--- config.mk ---
export PLATFORM = sky130hd
export DESIGN_NAME = game_score_counter_flat
export DESIGN_NICKNAME = d
export VERILOG_FILES = /design/src/rtl/game_pkg.sv /design/src/rtl/game_score_counter_if.sv /design/src/rtl/bcd_counter4.sv /design/src/rtl/game_score_counter.sv /design/src/flat_wrapper.sv
export SDC_FILE = /design/constraint.sdc
export NUM_CORES = 1
export LEC_CHECK = 0
export CORE_ASPECT_RATIO = 1.4
export CORE_MARGIN = 2
export CORE_UTILIZATION = 26
export CTS_BUF_LIST = sky130_fd_sc_hd__clkbuf_8
export CTS_CLUSTER_DIAMETER = 30
export DETAILED_ROUTE_END_ITERATION = 6
export PLACE_DENSITY = 0.41
export SETUP_SLACK_MARGIN = 0.05
export SLEW_MARGIN = 40
export SYNTH_ARGS = -nofsm -noshare
export SYNTH_HDL_FRONTEND = slang
export SYNTH_SLANG_ARGS = --single-unit
--- constraint.sdc ---
create_clock -name clk -period 6.1 [get_ports clk]
set_input_delay 0.915 -clock clk [delete_from_list [all_inputs] [get_ports clk]]
set_output_delay 0.915 -clock clk [all_outputs]
set_load 0.01 [all_outputs]
--- src/rtl/game_pkg.sv ---
// Shared types and constants for the game score counter slice.
// The optional high-score feature is enabled by GAME_SCORE_HIGH_SCORE_EN (see game_score_counter).
package game_pkg;

   localparam int SCORE_W           = 14;
   localparam int BCD_W             = 16;
   localparam int SCORE_MAX_DEFAULT = 9999;

   typedef enum logic [1:0] {
      IDLE  = 2'd0,
      RUN   = 2'd1,
      PAUSE = 2'd2,
      OVER  = 2'd3
   } state_e;

   // One BCD digit plus one: {carry_out, next_digit}.
   function automatic logic [4:0] digit_inc(input logic [3:0] d);
      return (d == 4'd9) ? 5'b1_0000 : {1'b0, d + 4'd1};
   endfunction

endpackage

--- src/rtl/game_score_counter_if.sv ---
// Control and score bus between the game logic and the score counter.
interface game_score_if;
   import game_pkg::*;

   logic               start;
   logic               pause;
   logic               collision;
   logic [SCORE_W-1:0] game_score;
   logic [BCD_W-1:0]   score_bcd;
   logic               milestone;
   logic               running;
   logic [SCORE_W-1:0] high_score;

   modport master (
      output start, pause, collision,
      input  game_score, score_bcd, milestone, running, high_score
   );

   modport slave (
      input  start, pause, collision,
      output game_score, score_bcd, milestone, running, high_score
   );

endinterface

--- src/rtl/bcd_counter4.sv ---
// Four-digit BCD incrementer with synchronous clear, saturation at 9999
// and a carry-out-of-tens flag (score about to become a multiple of 100).
module bcd_counter4
   import game_pkg::*;
(
   input  logic             clk,
   input  logic             rst,
   input  logic             clr,
   input  logic             inc,
   output logic [BCD_W-1:0] bcd,
   output logic             tens_co
);

   logic [3:0][3:0] dig_q, dig_d;
   logic [4:0]      carry;

   always_comb begin
      logic [4:0] nxt;
      nxt      = '0;
      dig_d    = dig_q;
      carry    = '0;
      carry[0] = inc & ~clr & (dig_q != 16'h9999);
      for (int i = 0; i < 4; i++) begin
         nxt = digit_inc(dig_q[i]);
         if (carry[i]) dig_d[i] = nxt[3:0];
         carry[i+1] = carry[i] & nxt[4];
      end
      if (clr) dig_d = '0;
      tens_co = carry[2];
   end

   always_ff @(posedge clk) begin
      if (rst) dig_q <= '0;
      else     dig_q <= dig_d;
   end

   assign bcd = dig_q;

endmodule

--- src/rtl/game_score_counter.sv ---
// Run/pause/over score FSM with binary + BCD score and milestone pulse.
// Define GAME_SCORE_HIGH_SCORE_EN to build the best-score register.
module game_score_counter
   import game_pkg::*;
#(
   parameter int TICK_DIV  = 2500000,
   parameter int SCORE_MAX = SCORE_MAX_DEFAULT
) (
   input  logic         clk,
   input  logic         rst,
   game_score_if.slave  bus
);

   localparam int                 TICK_W    = (TICK_DIV > 1) ? $clog2(TICK_DIV) : 1;
   localparam logic [TICK_W-1:0]  TICK_LAST = TICK_W'(TICK_DIV - 1);
   localparam logic [SCORE_W-1:0] SCORE_TOP = SCORE_W'(SCORE_MAX);

   state_e             state_q, state_d;
   logic [TICK_W-1:0]  tick_q, tick_d;
   logic [SCORE_W-1:0] score_q, score_d;
   logic               running_q, running_d;
   logic               milestone_q, milestone_d;
   logic               bcd_clr, bcd_inc, tens_co, enter_over;
   logic [BCD_W-1:0]   bcd;

   always_comb begin
      state_d    = state_q;
      tick_d     = tick_q;
      score_d    = score_q;
      bcd_clr    = 1'b0;
      bcd_inc    = 1'b0;
      enter_over = 1'b0;
      case (state_q)
         IDLE, OVER: begin
            if (bus.start) begin
               state_d = RUN;
               tick_d  = '0;
               score_d = '0;
               bcd_clr = 1'b1;
            end
         end
         RUN: begin
            // Collision wins over both pause and a coincident tick wrap.
            if (bus.collision) begin
               state_d    = OVER;
               enter_over = 1'b1;
            end else begin
               tick_d = (tick_q == TICK_LAST) ? '0 : tick_q + 1'b1;
               if ((tick_q == TICK_LAST) && (score_q != SCORE_TOP)) begin
                  score_d = score_q + 1'b1;
                  bcd_inc = 1'b1;
               end
               if (bus.pause) state_d = PAUSE;
            end
         end
         PAUSE: begin
            if (bus.collision) begin
               state_d    = OVER;
               enter_over = 1'b1;
            end else if (!bus.pause) begin
               state_d = RUN;
            end
         end
         default: state_d = IDLE;
      endcase
      running_d   = (state_d == RUN);
      milestone_d = tens_co;
   end

   always_ff @(posedge clk) begin
      if (rst) begin
         state_q     <= IDLE;
         tick_q      <= '0;
         score_q     <= '0;
         running_q   <= 1'b0;
         milestone_q <= 1'b0;
      end else begin
         state_q     <= state_d;
         tick_q      <= tick_d;
         score_q     <= score_d;
         running_q   <= running_d;
         milestone_q <= milestone_d;
      end
   end

   bcd_counter4 u_bcd (
      .clk     (clk),
      .rst     (rst),
      .clr     (bcd_clr),
      .inc     (bcd_inc),
      .bcd     (bcd),
      .tens_co (tens_co)
   );

`ifdef GAME_SCORE_HIGH_SCORE_EN
   logic [SCORE_W-1:0] high_q, high_d;

   // Score cannot move on the edge into OVER, so score_q is the final score.
   always_comb begin
      high_d = high_q;
      if (enter_over && (score_q > high_q)) high_d = score_q;
   end

   always_ff @(posedge clk) begin
      if (rst) high_q <= '0;
      else     high_q <= high_d;
   end

   assign bus.high_score = high_q;
`else
   assign bus.high_score = '0;
`endif

   assign bus.game_score = score_q;
   assign bus.score_bcd  = bcd;
   assign bus.milestone  = milestone_q;
   assign bus.running    = running_q;

endmodule

--- src/flat_wrapper.sv ---
// flat-port wrapper written by rule: the top's interface ports become plain ports
module game_score_counter_flat import game_pkg::*;
#(
   parameter int TICK_DIV  = 2500000,
   parameter int SCORE_MAX = SCORE_MAX_DEFAULT
)
  (clk, rst, bus_start, bus_pause, bus_collision, bus_game_score, bus_score_bcd, bus_milestone, bus_running, bus_high_score);
  game_score_if bus_i ();
  input  logic clk;
  input  logic rst;
  input wire logic [$bits(bus_i.start)-1:0] bus_start;
  input wire logic [$bits(bus_i.pause)-1:0] bus_pause;
  input wire logic [$bits(bus_i.collision)-1:0] bus_collision;
  output wire logic [$bits(bus_i.game_score)-1:0] bus_game_score;
  output wire logic [$bits(bus_i.score_bcd)-1:0] bus_score_bcd;
  output wire logic [$bits(bus_i.milestone)-1:0] bus_milestone;
  output wire logic [$bits(bus_i.running)-1:0] bus_running;
  output wire logic [$bits(bus_i.high_score)-1:0] bus_high_score;
  assign bus_i.start = bus_start;
  assign bus_i.pause = bus_pause;
  assign bus_i.collision = bus_collision;
  assign bus_game_score = bus_i.game_score;
  assign bus_score_bcd = bus_i.score_bcd;
  assign bus_milestone = bus_i.milestone;
  assign bus_running = bus_i.running;
  assign bus_high_score = bus_i.high_score;
  game_score_counter #(.TICK_DIV(TICK_DIV), .SCORE_MAX(SCORE_MAX)) u_core (.clk(clk), .rst(rst), .bus(bus_i));
endmodule
==> impl_metrics.toml <==
[outcome]
status = "finished clean"

[routing]
ant_nets = 0
met3_length_microns = 215
drtPass1Iterations = 4
vias = 2456
dr_wl_met2_microns = 3640
finalWirelength_microns = 7020
wl_met1_microns = 3060
routedWlPerCell_microns = 13.4
drtIter0Drc = 72
top_layer = "met4"
route.detailed.drc = 0
routed_via_density = 4.69

[sta]
hold_viol = 0
min_period_ns = 2.82
slew_violations = 0
max_slew.worst_pin.slew_ns = 0.785
slew_headroom = 0.477
fin_ws_ns = 3.28
min_period_over_period = 0.462
totalNegativeSetupSlack_ns = 0
rsz0062_at_grt = "no"
timing.fmax_ghz = 0.355
skew_ns = 0.0117
setup_viol = 0

[pwr]
power.switching_uw = 196
swShare = 0.273
combPwrFrac = 0.127
seqPwrFrac = 0.527
p_int_uw = 521
power_uw = 717
leakagePower_uw = 0.00121
peakVddDrop_uv = 94.3
powerDensity_nw_per_um2 = 205
clkPwrFrac = 0.346

[floorplan]
rows = 46
pin_count = 51
die_y_microns = 130
dieArea_sq_um = 12200
core-area_sq_um = 11200
die_x_microns = 94.0
start_util = 0.264

[clock_network]
cts_buffers = 5
cts_root_buf = "clkbuf_8"
post-cts-setup-buffers = 0
clk_path_buf_depth = 2
cts_hold_buf = 0
clk_latency_ns = 0.32
cts_resized = 0
cts_tree = "yes"
cts_sinks = 56
htree_levels = 2
clkTransAtPathRegs_ns = 0.10

[global_route]
grt_pass1_wl_microns = 11700
grt_max_degree = 23
grt_use_total = 0.120
overflow = 0
antenna_found_initial = 0
grt_pass1_vias = 2303

[setup_path]
startpoint = "bus_collision"
r2r_cells = 7
crit_type = "input pin to flip-flop"
rr_endpoint = "u_core.u_bcd.bcd[15]"
rrSetupSlack_ns = 3.41
path_max_fanout = 10
startpoint_type = "input pin"
worst_setup_path_end_kind = "flip-flop"
cp.arrival_ns = 3.09
crit_required_ns = 6.37
r2r-start = "u_core.tick_q[0]"

[logic_synthesis]
ys_top_cells_by_area = "dfxtp_1 (38%), xor2_1 (8.3%), nor2_1 (5.7%), buf_4 (3.6%), nand2_1 (3.6%)"
netlist_area_sq_um = 2950
post-synth-top-area-cell = "dfxtp_1"
synth_top_area_frac = 0.381
yosysWarnings = 0
yosysSeqAreaShare = 0.381
synth_cell_types = 47
syn_area_per_cell_sq_um = 8.44
synth-main-ff-cell = "dfxtp_1"
synth_edf_count = 0
synth-seq-cells = 56
synth_cells = 349
ys_async_sr_fraction = 0

[placement]
post-dp-hpwl_microns = 5110
place_ws_ns = 2.94
finalWeightedCongestion = 0.762
place.port_buffers = 36

[layout]
syn2layout_area_growth_pct = 18.9
drive_above_1_share = 0.0526
multiInputGateArea_sq_um = 1690
nNetsFinal = 388
diodes = 0
fillCellCount = 1238
seq_area_sq_um = 1120

[min_path]
hold_end = "u_core.tick_q[12]"
min_path_cells = 2
worstHoldStart = "u_core.tick_q[12]"
hp-class = "flip-flop to flip-flop"

[flow_run]
drv_cap = 0
[Yosys cell counts (8+ instances only)]
| library cell | instances |
|---|---|
| nand2_1 | 28 |
| clkbuf_1 | 14 |
| buf_4 | 14 |
| or3_1 | 8 |
| nand3_1 | 17 |
| xor2_1 | 28 |
| and3_1 | 12 |
| dfxtp_1 | 56 |
| nand4_1 | 15 |
| a21oi_1 | 16 |
| nor2_1 | 45 |
| nor2b_1 | 9 |
[cell type report]
type,count,area share
sequential,56,0.320
inverter,7,0.00750
tap,144,0.0514
clock inverter,3,0.0111
multi-input combinational,271,0.483
timing repair buffer,38,0.107
clock buffer,5,0.0196
[registers in the layout (all words and copies together), names as in the netlist]
register and flops:
u_core.state_q 2, u_core.bus.running 1, u_core.bus.game_score 14, u_core.u_bcd.bcd 16
u_core.bus.milestone 1, u_core.tick_q 22
[logic make-up (layout without fill, tap and decap cells)]
| group | Yosys count | count (layout) | share of synthesized area |
|---|---|---|---|
| fa+ha+maj | 5 | 5 | 0.0204 |
| mux | 3 | 3 | 0.0102 |
| other cells | 1 | 14 | 0.00127 |
| xor+xnor | 34 | 34 | 0.101 |
| flops | 56 | 56 | 0.381 |
| buf+inv | 35 | 53 | 0.0624 |
| simple gates | 179 | 179 | 0.351 |
| compound gates | 36 | 36 | 0.0731 |
[power by group through the flow]
stage,Clock [uW],Combinational [uW],Sequential (uW)
final,248,91.0,377
after global routing,272,104,379
after CTS,264,93.3,378
after detailed placement,0,92.9,386
after global placement,0,92.9,386
after floorplan,0,70.0,385
[metrics by stage]
step	std cells	instance area, sq um	hold WS [ns]	utilization
6_report	524	3500	0.506	0.314
5_1_grt	524	3500	0.544	0.314
4_1_cts	524	3500	0.508	0.314
3_5_place_dp	516	3400	0.490	0.304
3_3_place_gp	516	3390	0.481	0.304
2_1_floorplan	362	2990	0.458	-
[routing by layer]
layer	GRT usage	vias up
met5	0	-
met4	0.0418	0
met3	0.0214	5
met2	0.216	45
met1	0.142	1156
li1	-	1250
[how the worst max path moves through the flow]
| stage | to | depth (start not counted) |
|---|---|---|
| 6_report | u_core.u_bcd.bcd[15] | 7 |
| 3_5_place_dp | u_core.u_bcd.bcd[15] | 7 |
| 3_3_place_gp | u_core.u_bcd.bcd[15] | 7 |
| 5_1_grt | u_core.u_bcd.bcd[13] | 7 |
| 2_1_floorplan | u_core.u_bcd.bcd[15] | 6 |
| 4_1_cts | u_core.u_bcd.bcd[15] | 7 |
[cell usage in the layout, fill, tap and decap left out, types with 8 or more instances in the layout]
master	count
nand3_1	17
nand4_1	15
nand2_1	28
clkdlybuf4s50_1	36
and3_1	12
conb_1	14
a21oi_1	16
dfxtp_1	56
or3_1	8
xor2_1	28
nor2b_1	9
inv_1	8
nor2_1	45
[critical path: stages]
cell	delay [ns]
clkdlybuf4s50_1	0.45
nand2b_1	0.19
nand2b_1	0.21
nor4_4	0.52
nand3_1	0.26
or4_1	0.44
nand3_1	0.09
Note: power is estimated with default switching activity, not from simulation.
